===== src/rtl/mem_rr_arbiter.sv =====
// Two-master round-robin arbiter in front of a single native valid/ready memory port.
// One access in flight at a time; a per-access timeout aborts hung slaves with an error reply.
module mem_rr_arbiter #(
    parameter int unsigned TIMEOUT_CYCLES = 64,
    parameter logic [31:0] ERR_RDATA      = 32'hDEAD_BEEF
) (
    input  logic        clk,
    input  logic        reset,
    input  logic        m0_valid,
    input  logic        m0_instr,
    input  logic [31:0] m0_addr,
    input  logic [31:0] m0_wdata,
    input  logic [3:0]  m0_wstrb,
    output logic        m0_ready,
    output logic [31:0] m0_rdata,
    input  logic        m1_valid,
    input  logic        m1_instr,
    input  logic [31:0] m1_addr,
    input  logic [31:0] m1_wdata,
    input  logic [3:0]  m1_wstrb,
    output logic        m1_ready,
    output logic [31:0] m1_rdata,
    output logic        s_valid,
    output logic        s_instr,
    output logic [31:0] s_addr,
    output logic [31:0] s_wdata,
    output logic [3:0]  s_wstrb,
    input  logic        s_ready,
    input  logic [31:0] s_rdata,
    output logic        err,
    output logic        err_master
);

    localparam int unsigned CNT_W = $clog2(TIMEOUT_CYCLES) + 1;
    localparam logic [CNT_W-1:0] CNT_LAST =
        (TIMEOUT_CYCLES == 32'd0) ? {CNT_W{1'b0}} : CNT_W'(TIMEOUT_CYCLES - 32'd1);

    typedef enum logic [1:0] {
        IDLE = 2'd0,
        BUSY = 2'd1,
        RESP = 2'd2
    } state_t;

    state_t             r_state;
    logic               r_grant;
    logic               r_last_grant;
    logic [CNT_W-1:0]   r_cnt;
    logic               r_s_valid;
    logic               r_s_instr;
    logic [31:0]        r_s_addr;
    logic [31:0]        r_s_wdata;
    logic [3:0]         r_s_wstrb;
    logic               r_m0_ready;
    logic               r_m1_ready;
    logic [31:0]        r_m0_rdata;
    logic [31:0]        r_m1_rdata;
    logic               r_err;
    logic               r_err_master;

    logic               w_any;
    logic               w_winner;
    logic               w_timeout;
    logic               w_instr;
    logic [31:0]        w_addr;
    logic [31:0]        w_wdata;
    logic [3:0]         w_wstrb;

    // Winner selection: on a tie the master that did not win last time goes next.
    always_comb begin
        w_any = m0_valid | m1_valid;
        if (m0_valid && m1_valid) begin
            w_winner = ~r_last_grant;
        end else if (m1_valid) begin
            w_winner = 1'b1;
        end else begin
            w_winner = 1'b0;
        end
        w_instr   = w_winner ? m1_instr : m0_instr;
        w_addr    = w_winner ? m1_addr  : m0_addr;
        w_wdata   = w_winner ? m1_wdata : m0_wdata;
        w_wstrb   = w_winner ? m1_wstrb : m0_wstrb;
        w_timeout = (TIMEOUT_CYCLES != 32'd0) && (r_cnt == CNT_LAST);
    end

    // Arbitration FSM with registered slave-side and master-side outputs.
    always_ff @(posedge clk or posedge reset) begin
        if (reset) begin
            r_state      <= IDLE;
            r_grant      <= 1'b0;
            r_last_grant <= 1'b1;
            r_cnt        <= {CNT_W{1'b0}};
            r_s_valid    <= 1'b0;
            r_s_instr    <= 1'b0;
            r_s_addr     <= 32'd0;
            r_s_wdata    <= 32'd0;
            r_s_wstrb    <= 4'd0;
            r_m0_ready   <= 1'b0;
            r_m1_ready   <= 1'b0;
            r_m0_rdata   <= 32'd0;
            r_m1_rdata   <= 32'd0;
            r_err        <= 1'b0;
            r_err_master <= 1'b0;
        end else begin
            case (r_state)
                IDLE: begin
                    if (w_any) begin
                        r_grant      <= w_winner;
                        r_last_grant <= w_winner;
                        r_s_valid    <= 1'b1;
                        r_s_instr    <= w_instr;
                        r_s_addr     <= w_addr;
                        r_s_wdata    <= w_wdata;
                        r_s_wstrb    <= w_wstrb;
                        r_cnt        <= {CNT_W{1'b0}};
                        r_state      <= BUSY;
                    end else begin
                        r_state      <= IDLE;
                    end
                end
                BUSY: begin
                    // A slave answer in the timeout cycle still counts as a real completion.
                    if (s_ready) begin
                        r_s_valid <= 1'b0;
                        if (r_grant) begin
                            r_m1_ready <= 1'b1;
                            r_m1_rdata <= s_rdata;
                        end else begin
                            r_m0_ready <= 1'b1;
                            r_m0_rdata <= s_rdata;
                        end
                        r_state <= RESP;
                    end else if (w_timeout) begin
                        r_s_valid    <= 1'b0;
                        r_err        <= 1'b1;
                        r_err_master <= r_grant;
                        if (r_grant) begin
                            r_m1_ready <= 1'b1;
                            r_m1_rdata <= ERR_RDATA;
                        end else begin
                            r_m0_ready <= 1'b1;
                            r_m0_rdata <= ERR_RDATA;
                        end
                        r_state <= RESP;
                    end else begin
                        r_cnt   <= r_cnt + CNT_W'(1);
                        r_state <= BUSY;
                    end
                end
                RESP: begin
                    r_m0_ready <= 1'b0;
                    r_m1_ready <= 1'b0;
                    r_err      <= 1'b0;
                    r_state    <= IDLE;
                end
                default: begin
                    r_s_valid  <= 1'b0;
                    r_m0_ready <= 1'b0;
                    r_m1_ready <= 1'b0;
                    r_err      <= 1'b0;
                    r_state    <= IDLE;
                end
            endcase
        end
    end

    assign s_valid    = r_s_valid;
    assign s_instr    = r_s_instr;
    assign s_addr     = r_s_addr;
    assign s_wdata    = r_s_wdata;
    assign s_wstrb    = r_s_wstrb;
    assign m0_ready   = r_m0_ready;
    assign m1_ready   = r_m1_ready;
    assign m0_rdata   = r_m0_rdata;
    assign m1_rdata   = r_m1_rdata;
    assign err        = r_err;
    assign err_master = r_err_master;

endmodule


===== config.mk =====
export PLATFORM = sky130hd
export DESIGN_NAME = mem_rr_arbiter
export DESIGN_NICKNAME = d
export VERILOG_FILES = /design/src/rtl/mem_rr_arbiter.sv
export SDC_FILE = /design/constraint.sdc
export NUM_CORES = 1
export LEC_CHECK = 0
export ABC_AREA = 0
export BUFFER_PORTS_ARGS = -buffer_cell sky130_fd_sc_hd__buf_2
export CORE_AREA = 8 8 130 132
export CTS_CLUSTER_DIAMETER = 200
export DETAILED_ROUTE_END_ITERATION = 12
export DIE_AREA = 0 0 138 140
export PLACE_DENSITY = 0.77
export SYNTH_ARGS = -nofsm -noshare
export SYNTH_HDL_FRONTEND = slang
export SYNTH_SLANG_ARGS = --single-unit

===== constraint.sdc =====
create_clock -name clk -period 8 [get_ports clk]
set_input_delay 0.4 -clock clk [delete_from_list [all_inputs] [get_ports clk]]
set_output_delay 0.4 -clock clk [all_outputs]
set_load 0.02 [all_outputs]

# Word level (Yosys, flattened, before mapping)
# Cells that the tools add are included.
[classes]
n_reduce_logical = 12
eq_ne = 8
mux = 37
n_bitwise = 6
addsub = 1
[op_table]
columns = ["cell", "count"]
rows = [
  ["$mux 32", 10],
  ["$mux 7", 3],
  ["$mux 1", 15],
  ["$reduce_and 3->1", 5],
  ["$pmux 7 s2", 1],
  ["$ne 2x2->1 const B", 4],
  ["$add 7x1->7 const B", 1],
  ["$eq 7x6->1 const B", 1],
  ["$pmux 1 s2", 3],
  ["$not 1->1", 5],
  ["$mux 2", 2],
  ["$mux 4", 1],
  ["$pmux 2 s2", 1],
  ["$reduce_and 2->1", 2],
  ["$reduce_and 4->1", 1],
  ["$reduce_bool 2->1", 2],
  ["$ne 3x3->1 const B", 1],
  ["$pmux 1 s3", 1],
  ["$eq 2x1->1 const B", 1],
  ["$eq 2x2->1 const B", 1],
  ["$logic_not 2->1", 1],
  ["$logic_and 1x1->1", 1],
  ["$or 1x1->1", 1],
]
[word_totals]
word_cells = 79
out_inout_bits = 138
regBits = 149
input_bits = 175

# Depth between registers and ports, before layout
# Gate-level depths: netlist of run 1.
[depth]
depth_word = 4
ltp_mapped = 7
mapped_depth_nobuf = 5

# Worst setup path before layout of run 1
# Ideal clock, no wire load.
[synth_timing]
kind = "flip-flop to flip-flop"
startpoint = "reg r_cnt[0]"
endpoint = "reg r_cnt[3]"
synth_period_minus_slack_ns = 1.779
stages_incl_launch_ff = 7
n_path_buf = 1
setup_time_ns = 0.095
required_time_ns = 7.905
path_slack_ns = 6.221
t_arrival_ns = 1.684
cell_sequence = "dfrtp_1 -> ha_1 -> and3_1 -> and3_4 -> buf_6 -> or3_4 -> o31ai_1"
[synth_between]
elab_chain_len = 4
elab_cells_between_ends = 7
cone_classes = "add/sub (1); eq/ne (2); mux (3); reduce/logical (1)"
[synth_lines]
columns = ["element", "line_no", "text"]
rows = [
  ["start, declared", "47", "logic [CNT_W-1:0] r_cnt;"],
  ["start signal, assigned", "91", "r_cnt <= {CNT_W{1'b0}};"],
  ["start signal, assigned", "114", "r_cnt <= {CNT_W{1'b0}};"],
  ["start signal, assigned", "145", "r_cnt <= r_cnt + CNT_W'(1);"],
  ["$add 7x1->7", "145", ""],
  ["$mux 7", "132", "end else if (w_timeout) begin"],
  ["$mux 7", "122", "if (s_ready) begin"],
  ["$pmux 7 s2", "104", "case (r_state)"],
]
# Several ways; a longest one is shown, not always the timed one. The select of a mux whose other input is x is not followed.
# A chain may end at the register's enable or synchronous reset.

# Worst setup path in the final report of run 1
[layout_timing]
startpoint = "reg r_state[1]"
endpoint = "reg r_m0_rdata[9], in the netlist m0_rdata[9]"
[layout_between]
elab_chain_len = 2
[layout_lines]
columns = ["element", "line_no", "text"]
rows = [
  ["start, declared", "44", "state_t r_state;"],
  ["start signal, assigned", "88", "r_state <= IDLE;"],
  ["start signal, assigned", "115", "r_state <= BUSY;"],
  ["start signal, assigned", "117", "r_state <= IDLE;"],
  ["$eq 2x1->1", "104", ""],
  ["$reduce_and 3->1 (no source line)", "--", ""],
  ["end signal, assigned", "129", "r_m0_rdata <= s_rdata;"],
  ["end, declared", "55", "logic [31:0] r_m0_rdata;"],
]
# No other way between the ends.

==> flow_summary.ini, run 1 <==
[outcome]
status = complete, no violations

[yosys]
synth_edf_count = 0
syn_area_um2 = 6510
ys.flop_type = dfrtp_1
synth_warnings = 0
ys_seq_elements = 149
syn_nets = 730
syn_inst = 554
ys_seq_area_share_pct = 57.3
yosysUniqueCellTypes = 38
synthArstFlopShare_pct = 100
avgSynthCellArea_um2 = 11.8

[drt]
drt_iter0_drc = 251
dr.pass1.iters = 4
dr.max_layer_used = met4
ant_nets = 0
drc = 0
finalWirelength_um = 19200
routedWlPerCell_um = 18.3
met3_length_um = 1690
route.met2.wl_um = 9520
met1_length_um = 7590
vias = 5475
viasPerCell = 5.23

[clock_network]
postCtsResizedCells = 0
cts-root-buf = clkbuf_16
numCtsBuffers = 17
postCtsSetupRepairBufs = 0
cts.htree.levels = 4
clk_latency_ns = 0.42
tritoncts = built
cts_max_path_buffers = 2
postCtsHoldBufs = 0
clock_sinks = 149
clk_pin_slew_ns = 0.06

[cells_and_area]
utilization_pct = 58.7
nFillCells = 1312
stdcell_area_um2 = 8720
antennaDiodeCount = 0
drive_above_1_share_pct = 43.6
layout.nets = 1022
syn2layout_area_growth_pct = 33.9
multi_input_area_um2 = 2530
final-seq-area_um2 = 3730

[pwr]
finalPower_mw = 3.75
p_leak_nw = 4.38
p_per_area_nw_per_um2 = 430
vdd_drop_max_uv = 174

[run]
cap_violations = 0

[sta]
setup-violations-final = 0
period_share_pct = 32.8
fin_tns_setup_ns = 0
holdWs_ns = 0.0946
skew_ns = 0.0107
finalHoldViolCount = 0
tightestPinTransition_ns = 1.04
grt_setup_unrepaired = no
relSlewSlack_pct = 30.8
finalMaxSlewViolations = 0
fmax_ghz = 0.381
finalCriticalPeriod_ns = 2.62

[worst_setup_path]
cp-end-kind = flop
worstPathMaxFanout = 25
start_kind = flop
required_ns = 8.35
cp.arrival_ns = 2.97
path_class = reg2reg

[place]
gp_congestion = 0.798
portBuffers = 312
place_area_um2 = 8120
dp_hpwl_um = 14500

[grt]
grt_max_degree = 101
grt.total_usage_pct = 19.4
grt_pass1_vias = 5791
antenna_found_initial = 0
grt_pass1_wl_um = 30700
gr-total-overflow = 0

[die]
die_area_um2 = 19300
core_area_um2 = 14900
die_h_um = 140
die_w_um = 138
start_util_pct = 43.8
io_pins = 313
row_count = 45

[worst_hold_path]
min_path_type = in2async
critical path, cell delays in order, from the launching register on:
cell and delay, ns:
dfrtp_1 0.41, and2b_4 0.31, nand2b_1 0.51, nor2_2 1.01, o32a_1 0.30
layer usage:
metal | GRT usage [%] | up-vias
li1 | - | 2582
met5 | 0 | -
met1 | 22.0 | 2624
met3 | 7.23 | 26
met4 | 7.21 | 0
met2 | 32.8 | 243
cell usage after synthesis, drive strengths merged (3+ instances only):
cell	n	area (µm²)
clkbuf	19	71.3
and3	3	23.8
buf	25	178
dfrtp	148	3700
o31ai	8	60.1
nand2b	3	18.8
o21ai	77	385
a2bb2oi	25	355
mux2i	69	691
nand2	77	289
nor2	34	133
nand3	4	20.0
a32o	16	160
o32a	24	240
kinds of logic (layout without fill, tap and decap cells):
logic type                 after synthesis  count (layout)  share of synthesized area (%)
AOI/OAI and AO/OA                      158             158                           19.3
adders and majority gates                1               1                          0.192
buffers and inverters                   47             351                           4.00
DFF                                    149             149                           57.3
muxes                                   70              70                           10.8
and+or+nand+nor                        129             129                           8.46
worst paths after layout:
| check | startpoint | to | slack, ns | cells past startpoint |
|---|---|---|---|---|
| max | r_state[1] | m0_rdata[9] | 5.38 | 4 |
| min | reset | s_wdata[29] | 0.09 | 2 |
| max reg2reg | r_state[1] | m0_rdata[9] | 5.38 | 4 |
| min reg2reg | s_addr[27] | s_addr[27] | 0.47 | 2 |
| max in group asynchronous | reset | m0_ready | 6.50 | 3 |
| min in group clk | s_rdata[21] | m0_rdata[21] | 0.25 | 2 |
power by group:
group / leakage [nW] / switching, mW / internal, mW
clock: 0.294 / 0.301 / 0.528
combinational: 2.30 / 1.02 / 0.587
sequential: 1.79 / 0.206 / 1.11
total: 4.38 / 1.53 / 2.22
flip-flops by register name, indices dropped and copies added (netlist names):
| name | count |
|---|---|
| m0_rdata | 32 |
| m1_rdata | 32 |
| s_addr | 32 |
| s_wdata | 32 |
| r_cnt | 7 |
| s_wstrb | 4 |
| r_state | 2 |
| err | 1 |
| err_master | 1 |
| m0_ready | 1 |
| m1_ready | 1 |
| r_grant | 1 |
| r_last_grant | 1 |
| s_instr | 1 |
| s_valid | 1 |
per-stage QoR:
step	worst slack, ns	instances
6_report	5.38	1046
4_1_cts	5.40	1046
3_3_place_gp	5.45	1015
3_5_place_dp	5.47	1015
2_1_floorplan	3.59	554
5_1_grt	5.20	1046
placed cells by master, fill, tap and decap left out, drive strengths merged, types with 8 or more instances in the layout:
cell type | netlist | routed
a32o | 16 | 16
clkbuf | 19 | 22
dfrtp | 148 | 148
mux2i | 69 | 69
nand2 | 77 | 77
o32a | 24 | 24
a2bb2oi | 25 | 25
nor2 | 34 | 34
o21ai | 77 | 77
buf | 25 | 317
o31ai | 8 | 8
final cells by class:
class                      count  area share (%)
tap                          188            2.70
inverter                       3           0.187
clock buffer                  22            5.21
timing repair buffer         317            18.3
multi-input combinational    358            29.1
sequential                   149            42.8
clock inverter                 9            1.74
Note: power is estimated with default switching activity, not from simulation.
==> run 2: changes to the inputs <==
==> constraint.sdc (replaced) <==
create_clock -name clk -period 2.5 [get_ports clk]
set_input_delay 0.125 -clock clk [delete_from_list [all_inputs] [get_ports clk]]
set_output_delay 0.125 -clock clk [all_outputs]
set_load 0.02 [all_outputs]
==> run 2 against run 1 <==
  * Non-clock buffer count up 78
  * Cell area grew 9.1%
  * Largest power group unchanged
  * Sequential cell count stayed put
==> flow_summary.ini, run 2 (same netlist as run 1, synthesis figures left out) <==
[outcome]
status = complete, no violations

[die]
die_area_um2 = 19300
start_util_pct = 43.8
die_h_um = 140
core_area_um2 = 14900
row_count = 45
io_pins = 313
die_w_um = 138

[pwr]
p_leak_nw = 4.72
p_switching_mw = 5.05
p_int_mw = 7.11
swShare_pct = 41.5
p_per_area_nw_per_um2 = 1280
p_clk_share_pct = 21.0
pwr-share-seq_pct = 34.8
combinationalPowerShare_pct = 44.2
vdd_drop_max_uv = 611

[drt]
vias = 5839
finalWirelength_um = 20700
routedWlPerCell_um = 18.4
drc = 0
drt_iter0_drc = 290
dr.pass1.iters = 5
viasPerCell = 5.19
ant_nets = 0

[run]
cap_violations = 0

[clock_network]
cts-root-buf = clkbuf_16
cts.htree.levels = 4
clk_pin_slew_ns = 0.06
tritoncts = built
cts_max_path_buffers = 2
numCtsBuffers = 17
postCtsResizedCells = 0
clock_sinks = 149
clk_latency_ns = 0.41

[cells_and_area]
drive_above_1_share_pct = 41.7
layout.nets = 1100
nFillCells = 1184
multi_input_area_um2 = 2530
final_common_cell = buf_2
final-seq-area_um2 = 3730
final_cell_mix = buf_2, dfrtp_1, nand2_1
stdcell_area_um2 = 9520
syn2layout_area_growth_pct = 46.2

[grt]
grt_pass1_wl_um = 32600
grt.total_usage_pct = 20.6
gr-total-overflow = 0
grt_max_degree = 141
grt_pass1_vias = 6168
antenna_found_initial = 1

[sta]
skew_ns = 0.0125
finalMaxSlewViolations = 0
finalCriticalPeriod_ns = 2.28
setup-violations-final = 0
relSlewSlack_pct = 30.3
fin_tns_setup_ns = 0
fmax_ghz = 0.439
period_share_pct = 91.1
finalHoldViolCount = 0
tightestPinTransition_ns = 1.04
grt_setup_unrepaired = no

[worst_hold_path]
min_path_type = in2reg
worstHoldPathCells = 3
min_from = m0_addr[25]
hold_end = s_addr[25]

[place]
portBuffers = 312
dp_hpwl_um = 14400
gp_congestion = 0.819
place_area_um2 = 8250

[worst_setup_path]
rrSetupSlack_ns = 0.22
start_kind = flop
r2r_cells = 5
worstReg2RegEnd = s_addr[22]
r2r-start = r_last_grant
cp.arrival_ns = 2.55
cp-end-kind = flop
worstPathMaxFanout = 14
path_class = reg2reg
required_ns = 2.77
## run 2: changes by cell type in the layout (fill, tap and decap cells not counted), sizes merged
| cell | delta |
|---|---|
| dlygate4sd3 | +66 |
| buf | +12 |
| clkbuf | -3 |
| clkinvlp | +3 |
| bufinv | -2 |
| clkinv | +2 |
| diode | +1 |
| inv | +1 |
## run 2: worst max-delay path by stage
stage,from,to,cells after the start
floorplan,reset,err,1
global route,r_last_grant,s_addr[22],5
detailed placement,r_cnt[0],m0_rdata[6],5
CTS,r_last_grant,s_addr[22],5
global placement,r_cnt[0],m0_rdata[11],5
finish,r_last_grant,s_addr[22],5
## run 2: area by class of cell
class                           instances  share of cell area [%]
Sequential cell                       149                    39.2
Multi-Input combinational cell        358                    26.6
Timing Repair Buffer                  395                    25.2
Clock buffer                           19                    4.76
Tap cell                              188                    2.47
Clock inverter                         13                    1.55
Inverter                                3                   0.158
Antenna cell                            1                  0.0263
## run 2: critical path, stage by stage (launching register included)
cell and delay, ns:
dfstp_2 0.39, a21boi_4 0.56, buf_4 0.32, mux2i_1 0.21
dlygate4sd3_1 0.57, o21ai_0 0.07
## run 2: per-stage QoR
| step | instances | total power [mW] | worst slack (ns) | utilization (%) | hold WS, ns |
|---|---|---|---|---|---|
| after floorplan | 554 | 7.63 | 0.501 | - | 0.279 |
| after global placement | 1027 | 9.39 | 0.391 | 55.5 | 0.138 |
| after detailed placement | 1027 | 9.52 | 0.391 | 55.5 | 0.138 |
| after CTS | 1125 | 12.2 | 0.296 | 64.0 | 0.0000513 |
| after global routing | 1126 | 12.8 | 0.157 | 64.0 | 0.00804 |
| final | 1126 | 12.2 | 0.223 | 64.0 | 0.0124 |
## run 2: per-layer routing
layer  up-vias  track usage (%)  part of all wire (%)
met5         -                0                     0
met4         0             7.27                   1.7
met3        30             7.27                   8.5
met2       285             34.7                    50
met1      2775             23.9                    39
li1       2749                -                     -
## run 2: power groups by stage
stage | logic [mW] | clock network (mW) | registers, mW
6_report | 5.38 | 2.55 | 4.23
5_1_grt | 5.79 | 2.68 | 4.35
4_1_cts | 5.40 | 2.59 | 4.20
3_5_place_dp | 5.31 | 0 | 4.21
3_3_place_gp | 5.20 | 0 | 4.19
2_1_floorplan | 2.14 | 0 | 5.49
## run 2: what timing repair did
| action | in CTS | in global routing |
|---|---|---|
| hold endpoints to repair | 86 | 0 |
| hold buffers | 66 | 0 |
| setup endpoints to repair | 0 | 0 |
| setup buffers | 0 | 0 |
==> run 3: changes to the inputs <==
==> constraint.sdc (replaced) <==
create_clock -name clk -period 2.5 [get_ports clk]
set_input_delay 0.25 -clock clk [delete_from_list [all_inputs] [get_ports clk]]
set_output_delay 0.25 -clock clk [all_outputs]
set_load 0.02 [all_outputs]
==> run 3 against run 2 <==
  * Register-to-register slack improved by 0.14 ns
  * Cell count is 5.6% lower
  * Sequential cell count unchanged
  * Clock-buffer cell count decreased by 2
  * Sequential power is 0.9% lower
  * Total power fell by 1.7%
  * Combinational power down 2%
  * Sequential share of layout area increased by 2.8 points
  * Critical endpoint is now m0_rdata[7]
  * Highest routed layer unchanged
==> flow_summary.ini, run 3 (same netlist as run 1, synthesis figures left out) <==
[outcome]
status = complete, no violations

[clock_network]
clk_latency_ns = 0.41
clk_pin_slew_ns = 0.06
cts_max_path_buffers = 2
clock_sinks = 149
postCtsResizedCells = 0
numCtsBuffers = 17
tritoncts = built
cts.htree.levels = 4
cts-root-buf = clkbuf_16

[sta]
grt_setup_unrepaired = no
fmax_ghz = 0.468
skew_ns = 0.00570
fin_tns_setup_ns = 0
tightestPinTransition_ns = 1.01
finalCriticalPeriod_ns = 2.14
finalMaxSlewViolations = 0
finalHoldViolCount = 0
setup-violations-final = 0
period_share_pct = 85.5
relSlewSlack_pct = 32.7
holdWs_ns = 0.0927

[worst_setup_path]
critical_path.startpoint = r_cnt[0]
r2r-start = r_cnt[0]
rrSetupSlack_ns = 0.36
start_kind = flop
worst_path_max_delay_cell = nor2_2
max_stage_delay_ns = 0.81
r2r_cells = 5
cpLargestDelayFamily = simple AND/OR/NAND/NOR gates
required_ns = 2.85
crit_buf_inv = 0
worstPathMaxFanout = 25
worstReg2RegEnd = m0_rdata[7]
cp-end-kind = flop
cp.arrival_ns = 2.48
endpoint = m0_rdata[7]
crit_chain = ha_1, and3_1, a21oi_1, nor2_2, o32a_1
path_class = reg2reg
worstSetupPathDepth = 5

[drt]
drc = 0
ant_nets = 0
vias = 5492
dr.pass1.iters = 4
viasPerCell = 5.17
drt_iter0_drc = 247
routedWlPerCell_um = 17.8
finalWirelength_um = 18900

[die]
core_area_um2 = 14900
die_h_um = 140
io_pins = 313
start_util_pct = 43.8
die_area_um2 = 19300
row_count = 45
die_w_um = 138

[place]
portBuffers = 312
gp_congestion = 0.815
dp_hpwl_um = 14700

[grt]
grt_pass1_wl_um = 30200
gr-total-overflow = 0
grt.total_usage_pct = 19.2
grt_pass1_vias = 5822
antenna_found_initial = 0
grt_max_degree = 55

[cells_and_area]
layout.nets = 1038
final_cell_mix = buf_2, dfrtp_1, nand2_1
drive_above_1_share_pct = 45.0
syn2layout_area_growth_pct = 36.4
antennaDiodeCount = 0
final_common_cell = buf_2

[pwr]
finalPower_mw = 12.0
p_leak_nw = 4.47
vdd_drop_max_uv = 553
p_per_area_nw_per_um2 = 1350

[worst_hold_path]
min_path_type = in2reg
worstHoldPathCells = 2

[run]
cap_violations = 0
run 3: stage by stage:
step / cells / util, % / setup WS (ns) / area [µm²]
floorplan: 554 / - / 0.376 / 6520
global placement: 1030 / 55.8 / 0.400 / 8290
detailed placement: 1030 / 55.8 / 0.403 / 8290
CTS: 1063 / 59.7 / 0.373 / 8880
global route: 1063 / 59.7 / 0.239 / 8880
finish: 1063 / 59.7 / 0.364 / 8880
run 3: final cells by class:
cell class,instances,area [µm²]
clock inverter,15,156
sequential,149,3730
timing repair buffer,333,1780
inverter,3,15.0
multi-input combinational,358,2530
clock buffer,17,425
tap,188,235
fill,1243,5980
run 3: routing by layer:
layer	part of all wire (%)	up-vias	track usage (%)
met5	0	-	0
met4	1.3	0	5.84
met3	7.5	19	6.36
met2	50	239	32.9
met1	41	2613	22.3
li1	-	2621	-
run 3: worst min-delay path by stage:
stage / start / endpoint / slack [ns]
6_report: s_rdata[31] / m0_rdata[31] / 0.09
3_5_place_dp: reset / m1_rdata[9] / 0.38
2_1_floorplan: s_ready / r_state[1] / 0.40
5_1_grt: s_rdata[13] / m0_rdata[13] / 0.09
3_3_place_gp: reset / m1_rdata[9] / 0.38
4_1_cts: s_rdata[31] / m0_rdata[31] / 0.08
run 3: what timing repair did:
| item | 4_1_cts | 5_1_grt |
|---|---|---|
| buffers inserted | 0 | 0 |
| hold buffers | 1 | 0 |
| endpoints found under the hold margin | 20 | 0 |
run 3: power by group:
group | internal [mW] | switching, mW | leakage, nW | total, mW
Combinational | 1.96 | 3.28 | 2.39 | 5.25
Sequential | 3.54 | 0.648 | 1.79 | 4.19
Clock | 1.42 | 1.10 | 0.285 | 2.51
Total | 6.92 | 5.03 | 4.47 | 12.0
